### src/rtl/uart_wb_pkg.sv
// uart_wb_pkg: shared types and default widths for the UART Wishbone master.
package uart_wb_pkg;
  localparam int UART_ADDR_W = 5;
  localparam int UART_DATA_W = 32;
  typedef enum logic [1:0] {IDLE, BUS, RESP} state_t;
  typedef struct packed {
    logic                   we;
    logic [UART_ADDR_W-1:0] adr;
    logic [UART_DATA_W-1:0] dat;
    logic [3:0]             sel;
  } wb_cmd_t;
endpackage

### src/rtl/uart_wb_master_if.sv
// uart_wb_master_if: command, response and Wishbone signals of the UART bus master.
interface uart_wb_master_if import uart_wb_pkg::*; #(
  parameter int ADDR_W = UART_ADDR_W,
  parameter int DATA_W = UART_DATA_W
) ();
  logic              cmd_valid_i, cmd_ready_o, cmd_we_i;
  logic [ADDR_W-1:0] cmd_adr_i;
  logic [DATA_W-1:0] cmd_dat_i;
  logic [3:0]        cmd_sel_i;
  logic              rsp_valid_o, rsp_ready_i, rsp_we_o;
  logic [DATA_W-1:0] rsp_dat_o;
  logic [ADDR_W-1:0] wb_adr_o;
  logic [DATA_W-1:0] wb_dat_o, wb_dat_i;
  logic              wb_we_o, wb_stb_o, wb_cyc_o, wb_ack_i;
  logic [3:0]        wb_sel_o;
  logic              wb_stall_o, err_spurious_o;
  modport master (
    input  cmd_valid_i, cmd_we_i, cmd_adr_i, cmd_dat_i, cmd_sel_i, rsp_ready_i, wb_dat_i, wb_ack_i,
    output cmd_ready_o, rsp_valid_o, rsp_dat_o, rsp_we_o, wb_adr_o, wb_dat_o, wb_we_o, wb_sel_o,
           wb_stb_o, wb_cyc_o, wb_stall_o, err_spurious_o
  );
  modport slave (
    output cmd_valid_i, cmd_we_i, cmd_adr_i, cmd_dat_i, cmd_sel_i, rsp_ready_i, wb_dat_i, wb_ack_i,
    input  cmd_ready_o, rsp_valid_o, rsp_dat_o, rsp_we_o, wb_adr_o, wb_dat_o, wb_we_o, wb_sel_o,
           wb_stb_o, wb_cyc_o, wb_stall_o, err_spurious_o
  );
endinterface

### src/rtl/uart_wb_master.sv
// uart_wb_master: one Wishbone classic single cycle per command, response returned on valid/ready.
module uart_wb_master import uart_wb_pkg::*; #(
  parameter int ADDR_W      = UART_ADDR_W,
  parameter int DATA_W      = UART_DATA_W,
  parameter int STALL_LIMIT = 64,
  parameter int CNT_W       = 8
) (
  input logic             wb_clk_i,
  input logic             wb_rst_i,
  uart_wb_master_if.master bus
);
  localparam logic [CNT_W-1:0] LIM = CNT_W'(STALL_LIMIT);
  state_t            r_state, w_next;
  wb_cmd_t           r_cmd;
  logic [DATA_W-1:0] r_rsp_dat;
  logic              r_rsp_we, r_err;
  logic [CNT_W-1:0]  r_cnt;
  logic              w_bus, w_done;
  assign w_bus  = r_state == BUS;
  assign w_done = w_bus && bus.wb_ack_i;
  always_ff @(posedge wb_clk_i)
    r_state <= wb_rst_i ? IDLE : w_next;
  always_comb begin
    w_next = r_state;
    unique case (r_state)
      IDLE:    w_next = bus.cmd_valid_i ? BUS : IDLE;
      BUS:     w_next = bus.wb_ack_i ? RESP : BUS;
      RESP:    w_next = bus.rsp_ready_i ? IDLE : RESP;
      default: w_next = IDLE;
    endcase
  end
  always_comb begin
    bus.cmd_ready_o = r_state == IDLE;
    bus.wb_cyc_o    = w_bus;
    bus.wb_stb_o    = w_bus;
    bus.rsp_valid_o = r_state == RESP;
    bus.wb_stall_o  = w_bus && r_cnt >= LIM;
  end
  assign bus.wb_adr_o       = ADDR_W'(r_cmd.adr);
  assign bus.wb_dat_o       = DATA_W'(r_cmd.dat);
  assign bus.wb_we_o        = r_cmd.we;
  assign bus.wb_sel_o       = r_cmd.sel;
  assign bus.rsp_dat_o      = r_rsp_dat;
  assign bus.rsp_we_o       = r_rsp_we;
  assign bus.err_spurious_o = r_err;
  // counter saturates rather than wrapping so a long stall never looks recovered
  always_ff @(posedge wb_clk_i) begin
    if (wb_rst_i) begin
      r_cmd     <= '0;
      r_rsp_dat <= '0;
      r_rsp_we  <= 1'b0;
      r_cnt     <= '0;
      r_err     <= 1'b0;
    end else begin
      if (r_state == IDLE && bus.cmd_valid_i)
        r_cmd <= '{we: bus.cmd_we_i, adr: bus.cmd_adr_i, dat: bus.cmd_dat_i, sel: bus.cmd_sel_i};
      if (w_done) begin
        r_rsp_dat <= r_cmd.we ? '0 : bus.wb_dat_i;
        r_rsp_we  <= r_cmd.we;
      end
      r_cnt <= (w_bus && !bus.wb_ack_i) ? r_cnt + {{(CNT_W-1){1'b0}}, ~&r_cnt} : '0;
      if (bus.wb_ack_i && !w_bus) r_err <= 1'b1;
    end
  end
endmodule

### src/flat_wrapper.sv
// flat-port wrapper written by rule: the top's interface ports become plain ports
module uart_wb_master_flat import uart_wb_pkg::*;
#(
  parameter int ADDR_W      = UART_ADDR_W,
  parameter int DATA_W      = UART_DATA_W,
  parameter int STALL_LIMIT = 64,
  parameter int CNT_W       = 8
)
  (wb_clk_i, wb_rst_i, bus_cmd_valid_i, bus_cmd_we_i, bus_cmd_adr_i, bus_cmd_dat_i, bus_cmd_sel_i, bus_rsp_ready_i, bus_wb_dat_i, bus_wb_ack_i, bus_cmd_ready_o, bus_rsp_valid_o, bus_rsp_dat_o, bus_rsp_we_o, bus_wb_adr_o, bus_wb_dat_o, bus_wb_we_o, bus_wb_sel_o, bus_wb_stb_o, bus_wb_cyc_o, bus_wb_stall_o, bus_err_spurious_o);
  uart_wb_master_if #(.ADDR_W(ADDR_W), .DATA_W(DATA_W)) bus_i ();
  input logic wb_clk_i;
  input logic wb_rst_i;
  input wire logic [$bits(bus_i.cmd_valid_i)-1:0] bus_cmd_valid_i;
  input wire logic [$bits(bus_i.cmd_we_i)-1:0] bus_cmd_we_i;
  input wire logic [$bits(bus_i.cmd_adr_i)-1:0] bus_cmd_adr_i;
  input wire logic [$bits(bus_i.cmd_dat_i)-1:0] bus_cmd_dat_i;
  input wire logic [$bits(bus_i.cmd_sel_i)-1:0] bus_cmd_sel_i;
  input wire logic [$bits(bus_i.rsp_ready_i)-1:0] bus_rsp_ready_i;
  input wire logic [$bits(bus_i.wb_dat_i)-1:0] bus_wb_dat_i;
  input wire logic [$bits(bus_i.wb_ack_i)-1:0] bus_wb_ack_i;
  output wire logic [$bits(bus_i.cmd_ready_o)-1:0] bus_cmd_ready_o;
  output wire logic [$bits(bus_i.rsp_valid_o)-1:0] bus_rsp_valid_o;
  output wire logic [$bits(bus_i.rsp_dat_o)-1:0] bus_rsp_dat_o;
  output wire logic [$bits(bus_i.rsp_we_o)-1:0] bus_rsp_we_o;
  output wire logic [$bits(bus_i.wb_adr_o)-1:0] bus_wb_adr_o;
  output wire logic [$bits(bus_i.wb_dat_o)-1:0] bus_wb_dat_o;
  output wire logic [$bits(bus_i.wb_we_o)-1:0] bus_wb_we_o;
  output wire logic [$bits(bus_i.wb_sel_o)-1:0] bus_wb_sel_o;
  output wire logic [$bits(bus_i.wb_stb_o)-1:0] bus_wb_stb_o;
  output wire logic [$bits(bus_i.wb_cyc_o)-1:0] bus_wb_cyc_o;
  output wire logic [$bits(bus_i.wb_stall_o)-1:0] bus_wb_stall_o;
  output wire logic [$bits(bus_i.err_spurious_o)-1:0] bus_err_spurious_o;
  assign bus_i.cmd_valid_i = bus_cmd_valid_i;
  assign bus_i.cmd_we_i = bus_cmd_we_i;
  assign bus_i.cmd_adr_i = bus_cmd_adr_i;
  assign bus_i.cmd_dat_i = bus_cmd_dat_i;
  assign bus_i.cmd_sel_i = bus_cmd_sel_i;
  assign bus_i.rsp_ready_i = bus_rsp_ready_i;
  assign bus_i.wb_dat_i = bus_wb_dat_i;
  assign bus_i.wb_ack_i = bus_wb_ack_i;
  assign bus_cmd_ready_o = bus_i.cmd_ready_o;
  assign bus_rsp_valid_o = bus_i.rsp_valid_o;
  assign bus_rsp_dat_o = bus_i.rsp_dat_o;
  assign bus_rsp_we_o = bus_i.rsp_we_o;
  assign bus_wb_adr_o = bus_i.wb_adr_o;
  assign bus_wb_dat_o = bus_i.wb_dat_o;
  assign bus_wb_we_o = bus_i.wb_we_o;
  assign bus_wb_sel_o = bus_i.wb_sel_o;
  assign bus_wb_stb_o = bus_i.wb_stb_o;
  assign bus_wb_cyc_o = bus_i.wb_cyc_o;
  assign bus_wb_stall_o = bus_i.wb_stall_o;
  assign bus_err_spurious_o = bus_i.err_spurious_o;
  uart_wb_master #(.ADDR_W(ADDR_W), .DATA_W(DATA_W), .STALL_LIMIT(STALL_LIMIT), .CNT_W(CNT_W)) u_core (.wb_clk_i(wb_clk_i), .wb_rst_i(wb_rst_i), .bus(bus_i));
endmodule
### config.mk
export PLATFORM = sky130hd
export DESIGN_NAME = uart_wb_master_flat
export DESIGN_NICKNAME = d
export VERILOG_FILES = /design/src/rtl/uart_wb_pkg.sv /design/src/rtl/uart_wb_master_if.sv /design/src/rtl/uart_wb_master.sv /design/src/flat_wrapper.sv
export SDC_FILE = /design/constraint.sdc
export NUM_CORES = 1
export LEC_CHECK = 0
export BUFFER_PORTS_ARGS = -buffer_cell sky130_fd_sc_hd__buf_2
export CORE_UTILIZATION = 49
export DETAILED_ROUTE_END_ITERATION = 8
export GPL_ROUTABILITY_DRIVEN = 0
export PLACE_DENSITY = 0.84
export RECOVER_POWER = 25
export SLEW_MARGIN = 10
export SYNTH_ARGS = -nofsm -noshare
export SYNTH_HDL_FRONTEND = slang
export SYNTH_SLANG_ARGS = --single-unit
### constraint.sdc
create_clock -name wb_clk_i -period 5.45 [get_ports wb_clk_i]
set_clock_uncertainty 0.1 [all_clocks]
set_input_delay 1.635 -clock wb_clk_i [delete_from_list [all_inputs] [get_ports wb_clk_i]]
set_output_delay 1.635 -clock wb_clk_i [all_outputs]
set_load 0.1 [all_outputs]
==> results of run 1 <==
[logic make-up after synthesis]
group	after synthesis
xor+xnor	3
mux	42
buf+inv	28
compound gates	42
flops	86
fa+ha+maj	2
simple gates	136
[worst paths after layout]
path | startpoint | to | slack [ns] | depth (start not counted)
max | wb_rst_i | u_core.r_state[0] | 1.77 | 3
min | u_core.bus.rsp_dat_o[3] | u_core.bus.rsp_dat_o[3] | 0.35 | 2
max reg2reg | u_core.r_state[0] | u_core.bus.rsp_dat_o[24] | 3.46 | 3
min reg2reg | u_core.bus.rsp_dat_o[3] | u_core.bus.rsp_dat_o[3] | 0.35 | 2
[registers in the layout, summed over array words and instances, names as in the netlist]
register                   flops
u_core.bus.rsp_dat_o          32
u_core.bus.err_spurious_o      1
u_core.bus.wb_adr_o            5
u_core.bus.wb_dat_o           32
u_core.r_cnt                   8
u_core.r_state                 2
u_core.bus.wb_sel_o            4
u_core.bus.rsp_we_o            1
u_core.bus.wb_we_o             1
[Yosys cell counts, drive strengths merged, types with 3 or more instances]
master  instances  area (um^2)
buf            16          124
or3             4         25.0
clkbuf         10         37.5
a21oi          38          201
o21ai           4         20.0
dfxtp          86         1720
nor2           49          191
mux2i          42          420
nand3           3         15.0
nand2          36          135
nand3b         33          248
[power by group]
part           total, uW  internal (uW)  switching (uW)
combinational        419           87.0             332
clock                413            204             209
sequential           679            662            17.7
[layout make-up]
class,count,area [um^2]
well taps,77,96.3
fillers,526,2160
clock buffers,14,173
multi-input cells,225,1390
repair buffers,163,825
clock inverters,2,15.0
inverters,2,7.51
flip-flops and latches,86,1720
[stage by stage]
stage | utilization, % | setup WS (ns)
detailed placement | 63.3 | 2.21
floorplan | - | 1.92
finish | 66.2 | 1.77
global route | 66.2 | 1.52
CTS | 66.2 | 2.18
global placement | 63.3 | 2.30
[routing by layer]
layer / up-vias / track usage, % / share of wire [%]
li1: 1425 / - / -
met1: 1301 / 25.1 / 42
met2: 112 / 37.2 / 48
met4: 0 / 12.5 / 3.7
met5: - / 0 / 0
met3: 23 / 4.85 / 6.0
[worst min-delay path, stage by stage, from the launching register on]
cell and delay (ns):
sky130_fd_sc_hd__dfxtp_1 0.31, sky130_fd_sc_hd__nand2_1 0.05, sky130_fd_sc_hd__a21oi_1 0.05
==> metrics.json, run 1 <==
{
  "run_status": {"value": "finished, violations left"},
  "violations": {"value": "max-capacitance violations, max-slew violations"},
  "synth_edf_count": {"value": 0},
  "vias_per_cell": {"value": 5.03},
  "slew_headroom": {"value": -38.3, "unit": "%"},
  "warning_count_from_the_yosys_run": {"value": 0},
  "worstPathRequired": {"value": 5.49, "unit": "ns"},
  "portBuffers": {"value": 159},
  "totalWireLength": {"value": 7380, "unit": "um"},
  "worstHoldPathType": {"value": "reg2reg"},
  "power_per_cell_area": {"value": 358, "unit": "nW/um^2"},
  "ys_ff_latch": {"value": 86},
  "hold_violations": {"value": 0},
  "critical-path-slowest-cell": {"value": "sky130_fd_sc_hd__clkbuf_1"},
  "htree_levels": {"value": 3},
  "post_drt_wl_per_cell": {"value": 13.0, "unit": "um"},
  "ctsLongestPathBuffers": {"value": 2},
  "dp_hpwl": {"value": 5190, "unit": "um"},
  "total_number_of_vias": {"value": 2861},
  "drtPass1Iterations": {"value": 4},
  "final_cell_count_no_fill": {"value": 569},
  "synth-async-reset-ratio": {"value": 0, "unit": "%"},
  "layout_common_cells": {"value": "sky130_fd_sc_hd__buf_2 (158), sky130_fd_sc_hd__dfxtp_1 (86), sky130_fd_sc_hd__nor2_1 (46), sky130_fd_sc_hd__mux2i_1 (42)"},
  "main_combinational_cell_family_by_area_after_synthesis": {"value": "simple AND/OR/NAND/NOR gates"},
  "overall_die_width": {"value": 83.8, "unit": "um"},
  "worst_slew_pin_slew": {"value": 2.07, "unit": "ns"},
  "post_cts_resize_count": {"value": 0},
  "period_minus_slack": {"value": 3.68, "unit": "ns"},
  "antenna_violating_nets_post_route": {"value": 0},
  "max_stage_delay": {"value": 1.45, "unit": "ns"},
  "initial_utilization": {"value": 51.3, "unit": "%"},
  "placedInstanceArea": {"value": 4040, "unit": "um^2"},
  "worst_setup_path_end_kind": {"value": "flip-flop"},
  "timing_max_transition_violations_final": {"value": 50},
  "yosysSeqAreaShare": {"value": 52.6, "unit": "%"},
  "insertion_delay": {"value": 0.33, "unit": "ns"},
  "maximum_number_of_pins_on_one_net_before_global_route_repair": {"value": 50},
  "postSynth.topFlopCell": {"value": "sky130_fd_sc_hd__dfxtp_1"},
  "final_nets": {"value": 568},
  "drtIter0Drc": {"value": 111},
  "dieArea": {"value": 7020, "unit": "um^2"},
  "holdWs": {"value": 0.348, "unit": "ns"},
  "synthToLayoutAreaGrowth": {"value": 29.0, "unit": "%"},
  "clock_tree_from_tritoncts": {"value": "yes"},
  "syn_avg_cell_area": {"value": 9.66, "unit": "um^2"},
  "cts_setup_buffers": {"value": 0},
  "synth-xor-area-share": {"value": 0.802, "unit": "%"},
  "cts_hold_bufs": {"value": 0},
  "total_leakage_power": {"value": 0.00199, "unit": "uW"},
  "yosys.cell_types.count": {"value": 27},
  "worstSetupPathType": {"value": "in2reg"},
  "cts.reportedPaths.clkPinSlew": {"value": 0.08, "unit": "ns"},
  "cp.arrival": {"value": 3.72, "unit": "ns"},
  "final_min_period_over_clock_period": {"value": 67.5, "unit": "%"},
  "synthCells": {"value": 339},
  "synth_simple_gate_area_share": {"value": 21.1, "unit": "%"},
  "global_route_wire_length_before_repair": {"value": 12400, "unit": "um"},
  "worst-path-buf-inv": {"value": 1},
  "insertedDiodeCount": {"value": 0},
  "worst_path_dominant_cell_family": {"value": "buffers and inverters"},
  "synth-compound-area-share": {"value": 6.76, "unit": "%"},
  "p_total": {"value": 1510, "unit": "uW"},
  "postSynthNetCount": {"value": 420},
  "layout-drive-gt1-share": {"value": 37.2, "unit": "%"},
  "vias_in_the_first_global_route": {"value": 2798},
  "grt_overflow_total": {"value": 0},
  "cap_viol_max_count": {"value": 1},
  "synth_mux_area_share": {"value": 12.8, "unit": "%"},
  "ioPinCount": {"value": 160},
  "grt.total_usage": {"value": 21.8, "unit": "%"},
  "cts.sinks": {"value": 86},
  "critical_path_peak_fanout": {"value": 49},
  "finalSetupViolCount": {"value": 0},
  "max_clock_freq": {"value": 272, "unit": "MHz"},
  "critical_path.cell_chain": {"value": "clkbuf_1 > or3_1 > o21ai_0"},
  "timing.setup.tns": {"value": 0, "unit": "ns"},
  "layout.cells.most_common": {"value": "sky130_fd_sc_hd__buf_2"},
  "antenna_found_initial": {"value": 0},
  "place.detailed.instances": {"value": 553},
  "cell_area_after_synthesis": {"value": 3280, "unit": "um^2"},
  "chipHeight": {"value": 83.8, "unit": "um"},
  "tritoncts.num_buffers": {"value": 9},
  "core_footprint": {"value": 6390, "unit": "um^2"},
  "worstSetupStartpointType": {"value": "input port"},
  "ir_drop_worst_case_vdd": {"value": 207, "unit": "uV"},
  "root_buffer": {"value": "sky130_fd_sc_hd__clkbuf_8"},
  "synth_fa_ha_area_share": {"value": 0.764, "unit": "%"},
  "route.detailed.drc": {"value": 0},
  "setup_repair_after_global_routing_missed_its_margin": {"value": "false"},
  "finalInstanceArea": {"value": 4230, "unit": "um^2"},
  "number_of_rows_in_the_core_area": {"value": 29}
}
No activity file was read; power rests on OpenSTA's default activity.
==> run 2: changes to the inputs <==
--- a/config.mk
+++ b/config.mk
@@ -6,10 +6,10 @@
 export NUM_CORES = 1
 export LEC_CHECK = 0
 export BUFFER_PORTS_ARGS = -buffer_cell sky130_fd_sc_hd__buf_2
-export CORE_UTILIZATION = 49
+export CORE_UTILIZATION = 46
 export DETAILED_ROUTE_END_ITERATION = 8
 export GPL_ROUTABILITY_DRIVEN = 0
-export PLACE_DENSITY = 0.84
+export PLACE_DENSITY = 0.8
 export RECOVER_POWER = 25
 export SLEW_MARGIN = 10
 export SYNTH_ARGS = -nofsm -noshare
==> constraint.sdc (replaced) <==
create_clock -name wb_clk_i -period 3.4 [get_ports wb_clk_i]
set_clock_uncertainty 0.1 [all_clocks]
set_input_delay 1.02 -clock wb_clk_i [delete_from_list [all_inputs] [get_ports wb_clk_i]]
set_output_delay 1.02 -clock wb_clk_i [all_outputs]
set_load 0.1 [all_outputs]
==> metrics.json, run 2 (synthesized netlist as in run 1, its figures left out) <==
{
  "root_buffer": {"value": "sky130_fd_sc_hd__clkbuf_8"},
  "final_cell_count_no_fill": {"value": 589},
  "clock_tree_from_tritoncts": {"value": "yes"},
  "number_of_rows_in_the_core_area": {"value": 30},
  "final_nets": {"value": 571},
  "ff2ff_setup_slack": {"value": 1.53, "unit": "ns"},
  "insertion_delay": {"value": 0.34, "unit": "ns"},
  "worstSetupStartpointType": {"value": "input port"},
  "ff2ff_path_depth": {"value": 7},
  "core_footprint": {"value": 6830, "unit": "um^2"},
  "route.detailed.drc": {"value": 0},
  "insertedDiodeCount": {"value": 0},
  "dpl_worst_slack": {"value": 0.944, "unit": "ns"},
  "cts_hold_bufs": {"value": 0},
  "critical_path_peak_fanout": {"value": 27},
  "power.share.switching": {"value": 35.5, "unit": "%"},
  "layout.area.seq": {"value": 1720, "unit": "um^2"},
  "critical-path-slowest-cell": {"value": "sky130_fd_sc_hd__clkbuf_1"},
  "total_leakage_power": {"value": 0.00201, "unit": "uW"},
  "synthToLayoutAreaGrowth": {"value": 31.0, "unit": "%"},
  "totalWireLength": {"value": 7380, "unit": "um"},
  "worstSetupPathType": {"value": "in2reg"},
  "antenna_violating_nets_post_route": {"value": 0},
  "finalSetupViolCount": {"value": 0},
  "setup_repair_after_global_routing_missed_its_margin": {"value": "false"},
  "final_min_period_over_clock_period": {"value": 81.9, "unit": "%"},
  "worstHoldPathType": {"value": "reg2reg"},
  "power_frac_comb": {"value": 26.7, "unit": "%"},
  "ir_drop_worst_case_vdd": {"value": 327, "unit": "uV"},
  "drtPass1Iterations": {"value": 4},
  "worstPathRequired": {"value": 3.48, "unit": "ns"},
  "clock_power_share": {"value": 30.1, "unit": "%"},
  "finish.utilization": {"value": 62.8, "unit": "%"},
  "post_cts_resize_count": {"value": 0},
  "n_fill_cell": {"value": 612},
  "min_delay_path_depth": {"value": 2},
  "internal_power": {"value": 1630, "unit": "uW"},
  "cts.sinks": {"value": 86},
  "multi_input_comb_area": {"value": 1390, "unit": "um^2"},
  "max_stage_delay": {"value": 0.90, "unit": "ns"},
  "timing_max_transition_violations_final": {"value": 0},
  "p_total": {"value": 2520, "unit": "uW"},
  "cap_viol_max_count": {"value": 0},
  "cpMostUsedCell": {"value": "sky130_fd_sc_hd__clkbuf_1"},
  "run_status": {"value": "finished clean"},
  "cts.reportedPaths.clkPinSlew": {"value": 0.08, "unit": "ns"},
  "vias_in_the_first_global_route": {"value": 2748},
  "vias_per_cell": {"value": 4.87},
  "worst_slew_pin_slew": {"value": 1.13, "unit": "ns"},
  "tritoncts.num_buffers": {"value": 9},
  "layout-drive-gt1-share": {"value": 37.5, "unit": "%"},
  "ctsLongestPathBuffers": {"value": 2},
  "grt_overflow_total": {"value": 0},
  "power_per_cell_area": {"value": 587, "unit": "nW/um^2"},
  "period_minus_slack": {"value": 2.78, "unit": "ns"},
  "portBuffers": {"value": 159},
  "drtIter0Drc": {"value": 117},
  "timing.setup.tns": {"value": 0, "unit": "ns"},
  "htree_levels": {"value": 3},
  "hold_violations": {"value": 0},
  "power.net_switching": {"value": 895, "unit": "uW"},
  "antenna_found_initial": {"value": 0},
  "total_number_of_vias": {"value": 2871},
  "grt.total_usage": {"value": 19.7, "unit": "%"},
  "ioPinCount": {"value": 160},
  "overall_die_width": {"value": 86.4, "unit": "um"},
  "power_frac_seq": {"value": 43.2, "unit": "%"},
  "slew_headroom": {"value": 25.0, "unit": "%"},
  "cts_setup_buffers": {"value": 0},
  "chipHeight": {"value": 86.4, "unit": "um"},
  "worst_setup_path_end_kind": {"value": "flip-flop"},
  "cp.arrival": {"value": 2.87, "unit": "ns"},
  "maximum_number_of_pins_on_one_net_before_global_route_repair": {"value": 44},
  "layout.cells.most_common": {"value": "sky130_fd_sc_hd__buf_2"},
  "postLayoutSetupSlackWorst": {"value": 0.615, "unit": "ns"},
  "max_clock_freq": {"value": 359, "unit": "MHz"},
  "initial_utilization": {"value": 47.9, "unit": "%"},
  "layout_common_cells": {"value": "sky130_fd_sc_hd__buf_2 (158), sky130_fd_sc_hd__dfxtp_1 (86), sky130_fd_sc_hd__nor2_1 (46), sky130_fd_sc_hd__mux2i_1 (42)"},
  "post_drt_wl_per_cell": {"value": 12.5, "unit": "um"},
  "global_route_wire_length_before_repair": {"value": 11500, "unit": "um"},
  "dp_hpwl": {"value": 5320, "unit": "um"},
  "dieArea": {"value": 7460, "unit": "um^2"},
  "place.detailed.instances": {"value": 575},
  "critical_path.cell_chain": {"value": "clkbuf_1 > clkbuf_1 > nor2_1"}
}
==> run 2: changes by cell type in the layout (fill, tap and decap cells not counted) <==
cell,before,now
sky130_fd_sc_hd__clkinv_2,0,1
sky130_fd_sc_hd__clkbuf_1,3,2
sky130_fd_sc_hd__buf_4,4,6
sky130_fd_sc_hd__clkbuf_8,12,10
sky130_fd_sc_hd__clkinvlp_4,2,1
sky130_fd_sc_hd__bufinv_16,0,2
==> run 2: path summary, 6_finish.rpt <==
kind,endpoint,startpoint
min reg2reg,u_core.bus.rsp_dat_o[7],u_core.bus.rsp_dat_o[7]
max,u_core.bus.wb_dat_o[31],wb_rst_i
max reg2reg,u_core.r_cnt[4],u_core.r_cnt[3]
min,u_core.bus.rsp_dat_o[7],u_core.bus.rsp_dat_o[7]
==> run 2: critical path: cells and delay by family <==
| kind | cells | cell delay [ns] |
|---|---|---|
| and+or+nand+nor | 1 | 0.13 |
| buffers and inverters | 2 | 1.69 |
==> run 2: final cells by class <==
class                      count  area share [%]
multi-input combinational    225            32.3
sequential                    86            40.1
tap                           96            2.80
timing repair buffer         166            19.7
inverter                       2           0.175
clock buffer                  10            3.21
clock inverter                 4            1.69
==> run 2: metal layers <==
metal  track usage [%]  vias up  part of all wire (%)
li1                  -     1436                     -
met1              20.5     1312                    41
met2              36.0      101                    50
met3              4.95       22                   6.3
met4              11.1        0                   3.1
met5                 0        -                     0
==> run 2: power groups by stage <==
| stage | Combinational [uW] | Clock [uW] | Sequential, uW |
|---|---|---|---|
| 2_1_floorplan | 190 | 0 | 1480 |
| 3_3_place_gp | 668 | 0 | 1110 |
| 3_5_place_dp | 676 | 0 | 1110 |
| 4_1_cts | 676 | 775 | 1090 |
| 5_1_grt | 702 | 809 | 1100 |
| 6_report | 672 | 758 | 1090 |
==> run 2: metrics by stage <==
stage	area [um^2]	hold slack (ns)
floorplan	3280	0.389
global placement	4090	0.335
detailed placement	4090	0.341
CTS	4300	0.352
global route	4290	0.365
finish	4290	0.350
==> run 3: changes to the inputs <==
--- a/config.mk
+++ b/config.mk
@@ -6,10 +6,10 @@
 export NUM_CORES = 1
 export LEC_CHECK = 0
 export BUFFER_PORTS_ARGS = -buffer_cell sky130_fd_sc_hd__buf_2
-export CORE_UTILIZATION = 46
+export CORE_UTILIZATION = 41
 export DETAILED_ROUTE_END_ITERATION = 8
 export GPL_ROUTABILITY_DRIVEN = 0
-export PLACE_DENSITY = 0.8
+export PLACE_DENSITY = 0.75
 export RECOVER_POWER = 25
 export SLEW_MARGIN = 10
 export SYNTH_ARGS = -nofsm -noshare
==> constraint.sdc (replaced) <==
create_clock -name wb_clk_i -period 2.31 [get_ports wb_clk_i]
set_clock_uncertainty 0.1 [all_clocks]
set_input_delay 0.693 -clock wb_clk_i [delete_from_list [all_inputs] [get_ports wb_clk_i]]
set_output_delay 0.693 -clock wb_clk_i [all_outputs]
set_load 0.1 [all_outputs]
==> metrics.json, run 3 (synthesized netlist as in run 1, its figures left out) <==
{
  "run_status": {"value": "finished clean"},
  "vias_in_the_first_global_route": {"value": 2792},
  "power_frac_seq": {"value": 41.6, "unit": "%"},
  "cts.reportedPaths.clkPinSlew": {"value": 0.08, "unit": "ns"},
  "finalSetupViolCount": {"value": 0},
  "drtPass1Iterations": {"value": 4},
  "ctsLongestPathBuffers": {"value": 2},
  "maximum_number_of_pins_on_one_net_before_global_route_repair": {"value": 61},
  "drtIter0Drc": {"value": 80},
  "synthToLayoutAreaGrowth": {"value": 34.6, "unit": "%"},
  "timing_max_transition_violations_final": {"value": 0},
  "n_fill_cell": {"value": 711},
  "internal_power": {"value": 2510, "unit": "uW"},
  "clock_power_share": {"value": 32.1, "unit": "%"},
  "max_clock_freq": {"value": 460, "unit": "MHz"},
  "clock_tree_from_tritoncts": {"value": "yes"},
  "worst_slew_pin_slew": {"value": 0.735, "unit": "ns"},
  "worstSetupStartpointType": {"value": "flip-flop"},
  "route.detailed.drc": {"value": 0},
  "tritoncts.num_buffers": {"value": 9},
  "worstHoldPathType": {"value": "reg2reg"},
  "cp.arrival": {"value": 1.38, "unit": "ns"},
  "layout.cells.most_common": {"value": "sky130_fd_sc_hd__buf_2"},
  "critical_path_peak_fanout": {"value": 6},
  "power_per_cell_area": {"value": 873, "unit": "nW/um^2"},
  "layout-drive-gt1-share": {"value": 38.7, "unit": "%"},
  "worstPathRequired": {"value": 1.52, "unit": "ns"},
  "total_number_of_vias": {"value": 2880},
  "power.share.switching": {"value": 34.8, "unit": "%"},
  "layout_common_cells": {"value": "sky130_fd_sc_hd__buf_2 (154), sky130_fd_sc_hd__dfxtp_1 (86), sky130_fd_sc_hd__nor2_1 (44), sky130_fd_sc_hd__mux2i_1 (42), sky130_fd_sc_hd__nand2_1 (36)"},
  "hold_violations": {"value": 0},
  "number_of_rows_in_the_core_area": {"value": 32},
  "finalInstanceArea": {"value": 4410, "unit": "um^2"},
  "dieArea": {"value": 8350, "unit": "um^2"},
  "worstSetupPathType": {"value": "reg2out"},
  "grt.total_usage": {"value": 18.5, "unit": "%"},
  "place.detailed.instances": {"value": 580},
  "final_nets": {"value": 570},
  "period_minus_slack": {"value": 2.17, "unit": "ns"},
  "initial_utilization": {"value": 42.4, "unit": "%"},
  "ir_drop_worst_case_vdd": {"value": 437, "unit": "uV"},
  "portBuffers": {"value": 159},
  "ioPinCount": {"value": 160},
  "core_footprint": {"value": 7730, "unit": "um^2"},
  "root_buffer": {"value": "sky130_fd_sc_hd__clkbuf_8"},
  "power_frac_comb": {"value": 26.3, "unit": "%"},
  "timing.setup.tns": {"value": 0, "unit": "ns"},
  "cts.sinks": {"value": 86},
  "chipHeight": {"value": 91.4, "unit": "um"},
  "dp_hpwl": {"value": 5220, "unit": "um"},
  "htree_levels": {"value": 3},
  "post_drt_wl_per_cell": {"value": 12.6, "unit": "um"},
  "totalWireLength": {"value": 7500, "unit": "um"},
  "antenna_violating_nets_post_route": {"value": 0},
  "final_min_period_over_clock_period": {"value": 94.1, "unit": "%"},
  "final_cell_count_no_fill": {"value": 596},
  "total_leakage_power": {"value": 0.00203, "unit": "uW"},
  "slew_headroom": {"value": 51.0, "unit": "%"},
  "insertion_delay": {"value": 0.34, "unit": "ns"},
  "insertedDiodeCount": {"value": 0},
  "grt_overflow_total": {"value": 0},
  "power.net_switching": {"value": 1340, "unit": "uW"},
  "placedInstanceArea": {"value": 4180, "unit": "um^2"},
  "worst_setup_path_end_kind": {"value": "output pin"},
  "cap_viol_max_count": {"value": 0},
  "global_route_wire_length_before_repair": {"value": 12400, "unit": "um"},
  "cts_hold_bufs": {"value": 0},
  "overall_die_width": {"value": 91.4, "unit": "um"},
  "antenna_found_initial": {"value": 0},
  "vias_per_cell": {"value": 4.83},
  "setup_repair_after_global_routing_missed_its_margin": {"value": "false"}
}
## run 3: changes by cell type in the layout (fill, tap and decap cells not counted), sizes merged
cell      delta
clkinvlp     +1
clkbuf       +2
buf          -2
bufinv       +1
clkinv       -1
## run 3: cell type report
type	instances	area [um^2]	share of cell area, %
clock buffers	11	131	2.98
clock inverters	5	106	2.41
inverters	2	11.3	0.255
multi-input cells	225	1400	31.7
flip-flops and latches	86	1720	39.0
well taps	102	128	2.89
repair buffers	165	913	20.7
## run 3: worst paths after layout
check / startpoint / endpoint / slack (ns) / cells past startpoint
worst max-delay path: u_core.r_state[1] / bus_wb_stb_o / 0.14 / 3
worst min-delay path: u_core.bus.rsp_dat_o[16] / u_core.bus.rsp_dat_o[16] / 0.35 / 2
worst max register to register: u_core.r_cnt[3] / u_core.r_cnt[4] / 0.41 / 7
worst min register to register: u_core.bus.rsp_dat_o[16] / u_core.bus.rsp_dat_o[16] / 0.35 / 2
## run 3: worst max-delay path: stages (launching register included)
cell	delay [ns]
sky130_fd_sc_hd__dfxtp_1	0.45
sky130_fd_sc_hd__nand2b_2	0.24
sky130_fd_sc_hd__clkinvlp_4	0.16
sky130_fd_sc_hd__buf_12	0.19
## run 3: power groups by stage
stage	sequential [uW]	clock (uW)	combinational (uW)
floorplan	2180	0	281
CTS	1600	1280	1020
global placement	1630	0	1010
global route	1610	1340	1060
detailed placement	1640	0	1020
finish	1600	1230	1010
## run 3: through the flow
step | setup slack, ns | power, uW | util, % | hold slack, ns
final | 0.136 | 3850 | 57.1 | 0.349
after global routing | 0.0412 | 4020 | 57.1 | 0.370
after CTS | 0.000527 | 3910 | 57.2 | 0.353
after detailed placement | 0.399 | 2660 | 54.1 | 0.342
after global placement | 0.423 | 2640 | 54.1 | 0.335
after floorplan | 0.0162 | 2460 | - | 0.389
## run 3: metal layers
metal	track usage, %	up-vias	wire length [um]
li1	-	1435	-
met1	20.4	1318	3110
met2	32.7	114	3640
met3	5.28	13	606
met4	8.47	0	141
met5	0	-	0
## run 3: what timing repair did
action                                  CTS  global route
resized for setup                         0             2
buffers inserted                          0             0
endpoints found under the setup margin    0             4
